===== src/rtl/writeback_stage_pkg.sv =====
// Shared constants for the writeback stage: datapath widths, control-bundle
// bit positions (same map as decode / control unit), result-select encoding.
package writeback_stage_pkg;

  localparam int DATA_W = 16;
  localparam int ADDR_W = 3;
  localparam int CTRL_W = 11;
  localparam int CNT_W  = 16;

  localparam int CTRL_MTR       = 4;
  localparam int CTRL_REG_WRITE = 6;
  localparam int CTRL_IN        = 7;
  localparam int CTRL_OUT       = 8;

  typedef enum logic [1:0] {
    WB_SEL_ALU = 2'd0,
    WB_SEL_MEM = 2'd1,
    WB_SEL_IN  = 2'd2
  } wb_sel_e;

  // In outranks MTR; anything else retires the ALU result.
  function automatic wb_sel_e wb_select(input logic i_in, input logic i_mtr);
    if (i_in)
      return WB_SEL_IN;
    else if (i_mtr)
      return WB_SEL_MEM;
    else
      return WB_SEL_ALU;
  endfunction

endpackage


===== src/rtl/writeback_stage_if.sv =====
// MEM/WB boundary bundle: memory stage drives (master), writeback consumes (slave).
interface writeback_stage_if #(
  parameter int DATA_W = writeback_stage_pkg::DATA_W,
  parameter int ADDR_W = writeback_stage_pkg::ADDR_W,
  parameter int CTRL_W = writeback_stage_pkg::CTRL_W
);

  logic              mw_valid;
  logic [CTRL_W-1:0] mw_ctrl;
  logic [ADDR_W-1:0] mw_rdst;
  logic [DATA_W-1:0] mw_alu_result;
  logic [DATA_W-1:0] mw_mem_data;
  logic [DATA_W-1:0] mw_src_data;

  modport master (
    output mw_valid, mw_ctrl, mw_rdst, mw_alu_result, mw_mem_data, mw_src_data
  );

  modport slave (
    input mw_valid, mw_ctrl, mw_rdst, mw_alu_result, mw_mem_data, mw_src_data
  );

endinterface


===== src/rtl/writeback_stage_wb_result_mux.sv =====
// Combinational writeback data select: input-port sample, load data or ALU result.
module wb_result_mux
  import writeback_stage_pkg::*;
#(
  parameter int DATA_W = writeback_stage_pkg::DATA_W
) (
  input  logic              i_in,
  input  logic              i_mtr,
  input  logic [DATA_W-1:0] i_alu,
  input  logic [DATA_W-1:0] i_mem,
  input  logic [DATA_W-1:0] i_in_sample,
  output logic [DATA_W-1:0] o_data
);

  wb_sel_e w_sel;

  assign w_sel = wb_select(i_in, i_mtr);

  // Route the selected source to the register-file write data.
  always_comb begin
    o_data = '0;
    case (w_sel)
      WB_SEL_IN:  o_data = i_in_sample;
      WB_SEL_MEM: o_data = i_mem;
      WB_SEL_ALU: o_data = i_alu;
      default:    o_data = i_alu;
    endcase
  end

endmodule


===== src/rtl/writeback_stage.sv =====
// Final pipeline stage: MEM/WB register, register-file write port with a
// forwarding mirror, registered OUT port and retired-instruction counter.
module writeback_stage
  import writeback_stage_pkg::*;
#(
  parameter int DATA_W = writeback_stage_pkg::DATA_W,
  parameter int ADDR_W = writeback_stage_pkg::ADDR_W,
  parameter int CTRL_W = writeback_stage_pkg::CTRL_W,
  parameter int CNT_W  = writeback_stage_pkg::CNT_W
) (
  input  logic               clk,
  input  logic               rst_n,
  writeback_stage_if.slave   mw,
  input  logic [DATA_W-1:0]  in_port,
  input  logic               stall,
  input  logic               flush,
  output logic [ADDR_W-1:0]  WriteAddress,
  output logic               WriteEnable,
  output logic [DATA_W-1:0]  WriteData,
  output logic               fwd_valid,
  output logic [ADDR_W-1:0]  fwd_addr,
  output logic [DATA_W-1:0]  fwd_data,
  output logic [DATA_W-1:0]  out_port,
  output logic               out_strobe,
  output logic [CNT_W-1:0]   retire_count
);

  logic              r_valid;
  logic [CTRL_W-1:0] r_ctrl;
  logic [ADDR_W-1:0] r_rdst;
  logic [DATA_W-1:0] r_alu;
  logic [DATA_W-1:0] r_mem;
  logic [DATA_W-1:0] r_in;
  logic [DATA_W-1:0] r_src;

  logic [DATA_W-1:0] r_out;
  logic              r_strobe;
  logic [CNT_W-1:0]  r_cnt;

  logic              w_retire;
  logic              w_we;
  logic [DATA_W-1:0] w_wdata;
  logic              w_unused_ctrl;

  // MEM/WB register: reset > flush > stall > load; in_port sampled at load.
  always_ff @(posedge clk) begin
    if (!rst_n) begin
      r_valid <= 1'b0;
      r_ctrl  <= '0;
      r_rdst  <= '0;
      r_alu   <= '0;
      r_mem   <= '0;
      r_in    <= '0;
      r_src   <= '0;
    end else if (flush) begin
      r_valid <= 1'b0;
      r_ctrl  <= '0;
    end else if (!stall) begin
      r_valid <= mw.mw_valid;
      r_ctrl  <= mw.mw_ctrl;
      r_rdst  <= mw.mw_rdst;
      r_alu   <= mw.mw_alu_result;
      r_mem   <= mw.mw_mem_data;
      r_in    <= in_port;
      r_src   <= mw.mw_src_data;
    end
  end

  // A held instruction keeps writing, but retires only on the edge it leaves WB.
  assign w_retire = r_valid & ~stall;

  // Retire side effects: counter, OUT port update and its one-cycle strobe.
  always_ff @(posedge clk) begin
    if (!rst_n) begin
      r_out    <= '0;
      r_strobe <= 1'b0;
      r_cnt    <= '0;
    end else if (w_retire) begin
      r_cnt    <= r_cnt + CNT_W'(1);
      r_strobe <= r_ctrl[CTRL_OUT];
      if (r_ctrl[CTRL_OUT])
        r_out <= r_src;
    end else begin
      r_strobe <= 1'b0;
    end
  end

  wb_result_mux #(
    .DATA_W (DATA_W)
  ) u_result_mux (
    .i_in        (r_ctrl[CTRL_IN]),
    .i_mtr       (r_ctrl[CTRL_MTR]),
    .i_alu       (r_alu),
    .i_mem       (r_mem),
    .i_in_sample (r_in),
    .o_data      (w_wdata)
  );

  assign w_we = r_valid & r_ctrl[CTRL_REG_WRITE];

  // Only a handful of control bits matter in this stage.
  assign w_unused_ctrl = ^r_ctrl;

  assign WriteEnable  = w_we;
  assign WriteAddress = r_rdst;
  assign WriteData    = w_wdata;

  assign fwd_valid = w_we;
  assign fwd_addr  = r_rdst;
  assign fwd_data  = w_wdata;

  assign out_port     = r_out;
  assign out_strobe   = r_strobe;
  assign retire_count = r_cnt;

endmodule

===== src/flat_wrapper.sv =====
// flat-port wrapper written by rule: the top's interface ports become plain ports
module writeback_stage_flat import writeback_stage_pkg::*;
#(
  parameter int DATA_W = writeback_stage_pkg::DATA_W,
  parameter int ADDR_W = writeback_stage_pkg::ADDR_W,
  parameter int CTRL_W = writeback_stage_pkg::CTRL_W,
  parameter int CNT_W  = writeback_stage_pkg::CNT_W
)
  (clk, rst_n, in_port, stall, flush, WriteAddress, WriteEnable, WriteData, fwd_valid, fwd_addr, fwd_data, out_port, out_strobe, retire_count, mw_mw_valid, mw_mw_ctrl, mw_mw_rdst, mw_mw_alu_result, mw_mw_mem_data, mw_mw_src_data);
  writeback_stage_if #(.DATA_W(DATA_W), .ADDR_W(ADDR_W), .CTRL_W(CTRL_W)) mw_i ();
  input  logic clk;
  input  logic rst_n;
  input  logic [DATA_W-1:0] in_port;
  input  logic stall;
  input  logic flush;
  output logic [ADDR_W-1:0] WriteAddress;
  output logic WriteEnable;
  output logic [DATA_W-1:0] WriteData;
  output logic fwd_valid;
  output logic [ADDR_W-1:0] fwd_addr;
  output logic [DATA_W-1:0] fwd_data;
  output logic [DATA_W-1:0] out_port;
  output logic out_strobe;
  output logic [CNT_W-1:0] retire_count;
  input wire logic [$bits(mw_i.mw_valid)-1:0] mw_mw_valid;
  input wire logic [$bits(mw_i.mw_ctrl)-1:0] mw_mw_ctrl;
  input wire logic [$bits(mw_i.mw_rdst)-1:0] mw_mw_rdst;
  input wire logic [$bits(mw_i.mw_alu_result)-1:0] mw_mw_alu_result;
  input wire logic [$bits(mw_i.mw_mem_data)-1:0] mw_mw_mem_data;
  input wire logic [$bits(mw_i.mw_src_data)-1:0] mw_mw_src_data;
  assign mw_i.mw_valid = mw_mw_valid;
  assign mw_i.mw_ctrl = mw_mw_ctrl;
  assign mw_i.mw_rdst = mw_mw_rdst;
  assign mw_i.mw_alu_result = mw_mw_alu_result;
  assign mw_i.mw_mem_data = mw_mw_mem_data;
  assign mw_i.mw_src_data = mw_mw_src_data;
  writeback_stage #(.DATA_W(DATA_W), .ADDR_W(ADDR_W), .CTRL_W(CTRL_W), .CNT_W(CNT_W)) u_core (.clk(clk), .rst_n(rst_n), .mw(mw_i), .in_port(in_port), .stall(stall), .flush(flush), .WriteAddress(WriteAddress), .WriteEnable(WriteEnable), .WriteData(WriteData), .fwd_valid(fwd_valid), .fwd_addr(fwd_addr), .fwd_data(fwd_data), .out_port(out_port), .out_strobe(out_strobe), .retire_count(retire_count));
endmodule

===== config.mk =====
export PLATFORM = sky130hd
export DESIGN_NAME = writeback_stage_flat
export DESIGN_NICKNAME = d
export VERILOG_FILES = /design/src/rtl/writeback_stage_pkg.sv /design/src/rtl/writeback_stage_if.sv /design/src/rtl/writeback_stage_wb_result_mux.sv /design/src/rtl/writeback_stage.sv /design/src/flat_wrapper.sv
export SDC_FILE = /design/constraint.sdc
export NUM_CORES = 1
export LEC_CHECK = 0
export BUFFER_PORTS_ARGS = -buffer_cell sky130_fd_sc_hd__buf_2
export CORE_MARGIN = 3
export CORE_UTILIZATION = 50
export DETAILED_ROUTE_END_ITERATION = 8
export PLACE_DENSITY = 0.8
export SYNTH_ARGS = -nofsm -noshare
export SYNTH_HDL_FRONTEND = slang
export SYNTH_SLANG_ARGS = --single-unit

===== constraint.sdc =====
create_clock -name clk -period 1.8 [get_ports clk]
set_clock_uncertainty 0.2 [all_clocks]
set_input_delay 0.09 -clock clk [delete_from_list [all_inputs] [get_ports clk]]
set_output_delay 0.09 -clock clk [all_outputs]
set_load 0.02 [all_outputs]

==> results.md, run 1 <==
* Status: finished with violations
* Failing checks: setup timing
* Share of layout cells above drive strength 1 at 0.267
* # port buffers at between 100 and 150
* Placed instance count at 752
* Combinational share of power at 0.138
* Internal at 0.00332 W
* Antenna viol nets, final at 0
* Routed len/inst at between 10 and 15 um
* Number of CTS-inserted buffers at 9
* Nets at 818
* Worst reg2reg setup slack at 0.13 ns
* Number of global-route vias before repair at 4220
* Max-slew headroom at 0.743
* H-tree Lvls at 3
* Worst-path cell chain: clkbuf_16 -> mux2i_1 -> o21ai_1 -> buf_2
* Syn nets at about 620
* Most common cell after layout, fill and taps aside: nand2_1
* Worst r2r path cells at 4
* CTS tree: built
* Seq/Total Area, Yosys at 0.461
* PwrDens at 713 nW/um^2
* Reg power frac at 0.541
* WHS Endpoint: u_core.r_mem[10]$_SDFFE_PN0P_
* Worst R2R End: u_core.retire_count[13]$_SDFFE_PN0P_
* # clock sinks at 105
* Core box area at around 9000 sq um
* Max Clk Rate at 555 MHz
* Power share of the clock group at 0.321
* WS Path Type: register to output port
* Max VDD drop at 0.427 mV
* Synth Register Bits at approximately 110
* Post-DP Area at around 5300 sq um
* Yosys warns at 0
* Distinct cells, synth at 33
* Worst-path fanout max at 8
* Post-Layout Cell Count at ~850
* GRT Resource Usage Total at 0.244
* Hold path depth at 3
* Crit path DAT at 1.51 ns
* Switching portion of total power at 0.264
* Row count at 34
* Vias at 4298
* Critical Path RT at roughly 1.5 ns
* Initial drt markers at between 100 and 150
* Die Y at 102 um
* # Max-Cap Violations at 0
* DR pass1 iterations at 4
* Initial Utilization at 0.518
* Final wirelength at 12.5 mm
* Vias per cell at 5.07
* First-pass GRT wire length at 19.7 mm
* Die W at ~100 um
* Crit-path slowest cell: dfxtp_4
* Congestion Overflow GR at 0
* Die area at a little over 10000 sq um
* Largest net degree at the start of global routing at 107
* Critical path launch point type: register
* CTS root buf: clkbuf_8
* Critical path's largest stage delay at 0.38 ns
* HPWL Detailed at between 7 and 8 mm
* Setup violators final at 2
* Switch Pwr at 0.00119 W
* Longest Clk Path Bufs at 2
* Final WS setup at -0.00328 ns
* Mapped Avg Cell Area at around 8.5 sq um
* Clock-pin slew on the worst setup and hold paths at about 0.11 ns
* Crit path capture type: output port
* Initial antenna violation count at 0
* Final Max Tran Viols at 0
* Tmin final at ~1.8 ns
* Period utilization at 1.00
* Cell count after synthesis at between 500 and 600
* Least-Margin Pin Slew at 0.385 ns
* Final instance area at 6320 sq um
* Clk_lat worst skew at 0.37 ns
* Ports at 156
* RSZ-0062 raised after global routing: yes
* Mapped Area at 4560 sq um
* Most frequent cells in the layout: nand2_1 (192), buf_2 (148), dfxtp_1 (104), dlygate4sd3_1 (78), a21boi_0 (67)
* # diodes at 0
* Hold Crit Start: rst_n
* Final hold viol count at 0
* Min-delay worst type: input port to register
* Gp weighted congestion at 0.802
* DRC at 0
* Pleak at 2.78 nW
* Reg2Reg Launch Point: u_core.retire_count[5]$_SDFFE_PN0P_
* Area growth syn-to-layout at 38.5%
[how the worst max path moves through the flow]
stage	startpoint	cells past startpoint	slack [ns]	to
after CTS	u_core.r_ctrl[4]$_SDFFE_PP0N_	4	-0.05	fwd_data[11]
after global placement	u_core.r_valid$_SDFFE_PP0N_	5	0.16	u_core.out_port[13]$_SDFFE_PN0P_
after floorplan	u_core.r_ctrl[4]$_SDFFE_PP0N_	5	-0.15	fwd_data[14]
after detailed placement	u_core.r_valid$_SDFFE_PP0N_	5	0.11	u_core.out_port[0]$_SDFFE_PN0P_
after global routing	u_core.r_ctrl[4]$_SDFFE_PP0N_	4	-0.05	WriteData[2]
final	u_core.r_ctrl[4]$_SDFFE_PP0N_	4	-0.003	WriteData[9]
[layer usage]
layer / GRT usage / routed length [um]
met5: 0 / 0
met4: 0.0767 / 258
met3: 0.0599 / 787
met2: 0.449 / 6350
met1: 0.276 / 5090
[final cells by class]
class / count / area, sq um
sequential: 105 / 2110
clock buffer: 11 / 151
clock inverter: 5 / 45.0
multi-input combinational: 376 / 2170
timing repair buffer: 239 / 1700
fill: 673 / 2490
inverter: 3 / 11.3
tap: 108 / 135
[synthesized netlist by cell type (all sizes together)]
cell type	count	area (sq um)
xnor2	3	26.3
a21boi	84	631
clkbuf	19	71.3
nand3b	1	20.0
nand3	2	10.0
mux2i	27	270
or3	1	6.26
buf	37	260
nor3	4	20.0
xor2	6	52.6
or2	1	6.26
nand2	194	731
and2b	1	7.51
nand4	4	40.0
dfxtp	105	2100
nand4b	1	8.76
nor2	7	33.8
and3	1	6.26
inv	3	11.3
nor4	3	40.0
o21ai	17	85.1
nor2b	2	12.5
ha	1	12.5
nand2b	5	31.3
and2	11	68.8
[power groups by stage]
stage,clock [W],sequential [W],combinational (W)
2_1_floorplan,0,0.00248,0.000299
3_3_place_gp,0,0.00248,0.000458
3_5_place_dp,0,0.00249,0.000464
4_1_cts,0.00147,0.00243,0.000604
5_1_grt,0.00156,0.00244,0.000677
6_report,0.00145,0.00244,0.000623
[state kept, by name, indices dropped and copies added, names as in the netlist]
register	cells
u_core.r_ctrl	4
u_core.out_strobe	1
u_core.retire_count	16
u_core.r_valid	1
u_core.out_port	16
u_core.r_mem	16
u_core.WriteAddress	3
u_core.r_src	16
u_core.r_in	16
u_core.r_alu	16
[cell families (layout without fill, tap and decap cells)]
kind of cell	after synthesis	in the layout	share of synthesized area
AND/OR/NAND/NOR	238	238	0.228
flip-flops	105	105	0.461
AO/OA/AOI/OAI	101	101	0.157
buffers and inverters	59	258	0.0751
multiplexers	27	27	0.0592
XOR/XNOR	9	9	0.0173
adder cells (fa/ha/maj)	1	1	0.00274
[metrics by stage]
stage | hold slack, ns | total power (W) | TNS, ns | utilization | worst slack (ns)
2_1_floorplan | 0.0248 | 0.00278 | -0.592 | - | -0.148
3_3_place_gp | 0.122 | 0.00294 | 0 | 0.597 | 0.161
3_5_place_dp | 0.131 | 0.00295 | 0 | 0.597 | 0.106
4_1_cts | 0.0469 | 0.00451 | -0.470 | 0.712 | -0.0540
5_1_grt | 0.0421 | 0.00469 | -0.414 | 0.718 | -0.0464
6_report | 0.0438 | 0.00450 | -0.00593 | 0.718 | -0.00328
[what timing repair did]
item	in CTS	in global routing
endpoints found under the setup margin	28	44
gates resized for setup	14	10
hold endpoints to repair	72	0
pin swaps	0	1
buffers inserted	0	0
cloned	0	1
hold buffers	78	0
[critical path: cells and delay by family, from the launching register on]
kind / cells / cell delay [ns]
buffers and inverters: 2 / 0.39
flip-flops: 1 / 0.38
multiplexers: 1 / 0.13
AO/OA/AOI/OAI: 1 / 0.24
(Power assumes the default switching activity.)
==> run 2, diff against run 1 <==
Settings changed: CORE_UTILIZATION 50 to 49, GPL_TIMING_DRIVEN from default to 0, PLACE_DENSITY 0.8 to 0.79, SYNTH_HIERARCHICAL from default to 1.
==> run 2 against run 1 <==
The flow still finishes with violations (setup timing); clock power about the same; non-clock buffer count increased by 57; final area increased by 2.8%; hold slack improved by 0.087 ns; global-route usage increased by 2.6 points; sequential share of layout area decreased by 0.54 points; count of clock-buffer cells in the layout decreased by 2; first-iteration DRC count increased by 86%; sequential cell count unchanged; combinational power increased by 11%; sequential power about the same.
==> results.md, run 2 <==
* Min-delay worst type: input port to register
* Max Clk Rate at 527 MHz
* Core box area at 8340 sq um
* RSZ-0062 raised after global routing: yes
* Seq/Total Area, Yosys at 0.491
* Congestion Overflow GR at 0
* Initial antenna violation count at 0
* Crit path DAT at 1.61 ns
* Row count at 33
* CTS root buf: clkbuf_8
* WS Path Type: register to output port
* Combinational share of power at 0.151
* Final Max Tran Viols at 0
* Top-area cell type share of the netlist area at 0.491
* Die area at 9890 sq um
* Clk_lat worst skew at 0.35 ns
* Mapped Avg Cell Area at between 7 and 8 sq um
* Yosys warns at 6
* Switch Pwr at approximately 0.0012 W
* Pleak at between 2 and 3 nW
* Final wirelength at 14.5 mm
* Die Y at 99.5 um
* Synth Register Bits at 105
* Critical path's largest stage delay at around 0.37 ns
* Reg2Reg Launch Point: u_core/retire_count[6]$_SDFFE_PN0P_
* GRT Resource Usage Total at 0.270
* Final hold viol count at 0
* Nets at about 870
* Most common cell after layout, fill and taps aside: nand2_1
* Critical path launch point type: register
* Cell count after synthesis at between 500 and 600
* Worst-path fanout max at 3
* Routed len/inst at approximately 16 um
* Worst reg2reg setup slack at 0.05 ns
* Reg power frac at 0.529
* Final WS setup at -0.0958 ns
* Worst-path cell chain: buf_6 -> buf_6 -> mux2i_1 -> o21ai_1 -> buf_4 -> buf_6
* Share of layout cells above drive strength 1 at 0.306
* Post-Layout Cell Count at 899
* Dominant cells by area after synthesis: dfxtp_1 (49%), nand2_1 (16%), a21oi_1 (10%)
* WHS Endpoint: u_core/r_alu[7]$_SDFFE_PN0P_
* Tmin final at 1.90 ns
* Crit path launch: u_core/r_ctrl[4]$_SDFFE_PP0N_
* Die W at about 100 um
* Switching portion of total power at 0.262
* H-tree Lvls at 3
* Cell accounting for the most synthesized area: dfxtp_1
* DRC at 0
* Gp weighted congestion at 0.824
* Count leader, synth: nand2_1
* Least-Margin Pin Slew at 0.645 ns
* Top cells by count, synth: nand2_1 (188), dfxtp_1 (105), a21oi_1 (86)
* # diodes at 0
* HPWL Detailed at 8.52 mm
* Crit path capture type: output port
* Post-synth EDFFs at 0
* CP bufs+invs at 4
* Setup violators final at 20
* Antenna viol nets, final at 0
* PwrDens at 708 nW/um^2
* # Max-Cap Violations at 0
* Max-slew headroom at 0.570
* Crit-path slowest cell: dfxtp_4
* Status: finished with violations
* Number of CTS-inserted buffers at 9
* Largest net degree at the start of global routing at 19
* CTS tree: built
* Top_reg_cell synth: dfxtp_1
* CP top delay family: buffers and inverters
* Failing checks: setup timing
* Initial Utilization at 0.513
* Longest Clk Path Bufs at 2
* Internal at 0.00339 W
* FFs w/ async S/R, synth at 0
* Hold path depth at 5
* Worst R2R End: u_core/retire_count[11]$_SDFFE_PN0P_
* Number of global-route vias before repair at 4613
* Hold Crit Start: flush
* Hold WS at 0.131 ns
* DR pass1 iterations at 7
* Distinct cells, synth at 34
* Vias at 4762
* Most numerous cell on the critical path: buf_6
* Placed instance count at 791
* Ports at around 160
* # clock sinks at 105
* Mapped Area at 4280 sq um
* Critical Path RT at 1.51 ns
* First-pass GRT wire length at 21.6 mm
* Worst r2r path cells at 5
* Most frequent cells in the layout: nand2_1 (186), buf_2 (133), dfxtp_1 (93), a21oi_1 (85), dlygate4sd3_1 (79)
* Initial drt markers at 268
* # port buffers at between 100 and 150
* Period utilization at 1.05
* Vias per cell at 5.30
* Syn nets at just over 600
* Power share of the clock group at 0.320
* Area growth syn-to-layout at 51.8%
* Clock-pin slew on the worst setup and hold paths at 0.11 ns
* Max VDD drop at 0.501 mV
-- run 2: cell types whose count changed after synthesis, sizes merged, moves of 5 or more --
cell,before,now
buf,37,31
nand2,194,188
nor2,7,18
and2,11,2
clkbuf,19,25
a21boi,84,0
a21oi,0,86
mux2i,27,22
-- run 2: timing repair --
item,in CTS,in global routing
gates cloned,1,0
pin swaps,11,12
buffers inserted,5,9
hold buffers,79,0
endpoints found under the hold margin,75,0
endpoints found under the setup margin,42,46
resized for setup,48,35
-- run 2: layout make-up --
class,instances,area [sq um]
multi-input combinational,374,1910
buffer,54,322
timing repair buffer,242,1800
sequential,105,2130
clock buffer,9,124
fill,534,1840
inverter,3,11.3
tap,105,131
clock inverter,7,77.6
-- run 2: per-stage QoR --
stage	utilization	setup slack [ns]	cell area, sq um	TNS [ns]	power (W)
3_5_place_dp	0.619	-0.190	5160	-6.09	0.00297
4_1_cts	0.759	-0.0926	6330	-0.777	0.00457
2_1_floorplan	-	0.00305	4290	0	0.00277
3_3_place_gp	0.619	-0.148	5160	-3.85	0.00296
5_1_grt	0.779	-0.155	6500	-2.32	0.00477
6_report	0.779	-0.0958	6500	-0.909	0.00460
-- run 2: worst reg2reg max path, cell delays in order, from the launching register on --
cell,delay (ns)
dfxtp_2,0.37
nand4_4,0.11
or2_1,0.23
buf_6,0.14
or4_1,0.48
a21oi_1,0.15
-- run 2: power by group through the flow --
stage          clock network (W)  logic [W]  registers (W)
2_1_floorplan                  0   0.000289        0.00248
3_3_place_gp                   0   0.000472        0.00248
3_5_place_dp                   0   0.000481        0.00249
4_1_cts                  0.00150   0.000644        0.00243
5_1_grt                  0.00159   0.000741        0.00244
6_report                 0.00147   0.000693        0.00243
-- run 2: worst max path at each step --
stage	cells after the start	slack, ns	end
final	6	-0.1	fwd_data[15]
after global routing	6	-0.16	fwd_data[15]
after CTS	6	-0.09	fwd_data[3]
after detailed placement	7	-0.19	u_core/out_port[14]$_SDFFE_PN0P_
after global placement	7	-0.15	u_core/out_port[14]$_SDFFE_PN0P_
after floorplan	5	0.003	u_core/retire_count[13]$_SDFFE_PN0P_
-- run 2: logic make-up after synthesis --
group | synth area share
AND/OR/NAND/NOR | 0.222
AO/OA/AOI/OAI | 0.133
adder cells (fa/ha/maj) | 0.00292
buffers and inverters | 0.0789
flip-flops | 0.491
multiplexers | 0.0514
XOR/XNOR | 0.0205
-- run 2: layer usage --
layer / part of all wire / track usage / vias to the layer above
li1: - / - / 2254
met1: 0.37 / 0.300 / 2234
met3: 0.075 / 0.0589 / 30
met4: 0.023 / 0.108 / 0
met5: 0 / 0 / -
met2: 0.53 / 0.497 / 244
==> run 3, diff against run 2 <==
Settings changed: CORE_ASPECT_RATIO from default to 1.2.
==> run 3 against run 2 <==
The flow still finishes with violations (setup timing); final cell count shrank 0.22%; critical path depth shrank 1; worst setup slack lost 0.040 ns; sequential cell count is the same; sequential power is essentially flat; routed wire length grew 6.5%; die area is essentially flat; global-route usage grew 2.4 points; critical path type unchanged; largest cell class unchanged; largest power group unchanged.
==> results.md, run 3 (same netlist as run 2, synthesis figures left out) <==
* Critical path's largest stage delay at 0.45 ns
* Gp weighted congestion at 0.861
* DR pass1 iterations at 5
* Ports at 156
* Grt met1 use at 0.314
* Vias per cell at 5.41
* CP top delay family: flip-flops
* CTS root buf: clkbuf_8
* Congestion Overflow GR at 0
* Routed len/inst at 17.3 um
* Longest Clk Path Bufs at 2
* Number of CTS-inserted buffers at 9
* Number of global-route vias before repair at 4878
* Final wirelength at ~15 mm
* Crit path DAT at 1.65 ns
* # clock sinks at roughly 110
* Antenna viol nets, final at 0
* # Max-Cap Violations at 0
* First-pass GRT wire length at between 20 and 25 mm
* Met3 usage at 0.0647
* Tmin final at 1.94 ns
* Die Y at 108 um
* Initial drt markers at 346
* CP bufs+invs at 3
* Final WS setup at -0.135 ns
* WS Path Type: register to output port
* Max-slew headroom at 0.576
* CTS tree: built
* GRT Resource Usage Total at 0.294
* Clk_lat worst skew at around 0.38 ns
* Worst-path fanout max at 6
* Max VDD drop at around 0.48 mV
* Largest net degree at the start of global routing at 17
* Crit-path slowest cell: dfxtp_4
* Status: finished with violations
* Die W at 91.3 um
* Place WS at -0.210 ns
* Clock-pin slew on the worst setup and hold paths at 0.10 ns
* Vias at about 4900
* Period utilization at 1.08
* Critical path launch point type: register
* Most frequent cells in the layout: nand2_1 (186), buf_2 (131), dfxtp_1 (95), a21oi_1 (85), dlygate4sd3_1 (79)
* # diodes at 0
* Initial antenna violation count at 0
* Crit path capture type: output port
* DRC at 0
* Failing checks: setup timing
* Setup violators final at 17
* Share of layout cells above drive strength 1 at 0.307
* Met2 usage at 0.543
* Final Max Tran Viols at 0
* Post-DP Area at 5170 sq um
* Least-Margin Pin Slew at 0.636 ns
* Pleak at 2.76 nW
* PwrDens at 720 nW/um^2
* H-tree Lvls at 3
* Final instance area at between 6000 and 7000 sq um
* Worst-path cell chain: buf_16 -> mux2i_1 -> o21ai_1 -> buf_4 -> buf_6
* Area growth syn-to-layout at 51.6%
* Nets at 862
* RSZ-0062 raised after global routing: yes
* Final hold viol count at 0
* HPWL Detailed at 8.73 mm
* Core box area at 8330 sq um
* Initial Utilization at 0.514
* Min-delay worst type: input port to register
* Max Clk Rate at 517 MHz
* Row count at 36
* # port buffers at ~150
* Busiest grt layer: met2
* Critical Path RT at 1.51 ns
* Most common cell after layout, fill and taps aside: nand2_1
* Die area at roughly 9900 sq um
## run 3: cell count changes in the layout (fill, tap and decap cells not counted), sizes merged
| cell | delta |
|---|---|
| buf | -11 |
| clkbuf | +3 |
| inv | -2 |
| clkinv | -1 |
## run 3: worst reg2reg max path: stages, from the launching register on
cell and delay, ns:
dfxtp_1 0.42, and4b_2 0.32, nand3_1 0.14, o311ai_0 0.44
o41ai_1 0.17
## run 3: layout make-up
cell class                 instances  area (sq um)
timing repair buffer             235          1740
sequential                       105          2130
fill                             545          1840
multi-input combinational        374          1970
tap                              114           143
clock inverter                     4          51.3
clock buffer                      12           155
buffer                            50           294
inverter                           3          11.3
## run 3: final timing paths
check | from | endpoint | slack [ns] | cells after the start
max | u_core/r_ctrl[4]$_SDFFE_PP0N_ | fwd_data[3] | -0.14 | 5
min reg2reg | u_core/r_src[6]$_SDFFE_PN0P_ | u_core/r_src[6]$_SDFFE_PN0P_ | 0.26 | 2
min | flush | u_core/r_alu[8]$_SDFFE_PN0P_ | 0.08 | 5
max reg2reg | u_core/retire_count[0]$_SDFFE_PN0P_ | u_core/retire_count[15]$_SDFFE_PN0P_ | -0.03 | 4
## run 3: what timing repair did
item,4_1_cts,5_1_grt
gates cloned,1,0
pin swaps,10,13
endpoints found under the hold margin,75,0
setup buffers,7,0
gates resized for setup,55,38
endpoints found under the setup margin,42,48
hold buffers,79,0
## run 3: where the power goes
| part | total [W] | switching (W) | leakage (nW) | internal (W) |
|---|---|---|---|---|
| clock | 0.00152 | 0.000800 | 0.103 | 0.000720 |
| combinational | 0.000709 | 0.000357 | 1.80 | 0.000352 |
| sequential | 0.00244 | 0.0000540 | 0.861 | 0.00239 |
## run 3: per-layer routing
| layer | vias up | wire (um) | part of all wire |
|---|---|---|---|
| li1 | 2225 | - | - |
| met1 | 2242 | 5490 | 0.35 |
| met2 | 300 | 7830 | 0.51 |
| met3 | 84 | 1290 | 0.083 |
| met4 | 0 | 871 | 0.056 |
| met5 | - | 0 | 0 |
## run 3: metrics by stage
step | power [W] | hold slack, ns | cells | util | TNS, ns
floorplan | 0.00277 | 0.0260 | 538 | - | 0
detailed placement | 0.00297 | 0.136 | 800 | 0.621 | -5.06
global placement | 0.00295 | 0.125 | 800 | 0.621 | -3.46
finish | 0.00467 | 0.0776 | 897 | 0.779 | -1.04
CTS | 0.00463 | 0.0671 | 901 | 0.767 | -1.14
global route | 0.00484 | 0.121 | 897 | 0.779 | -1.40
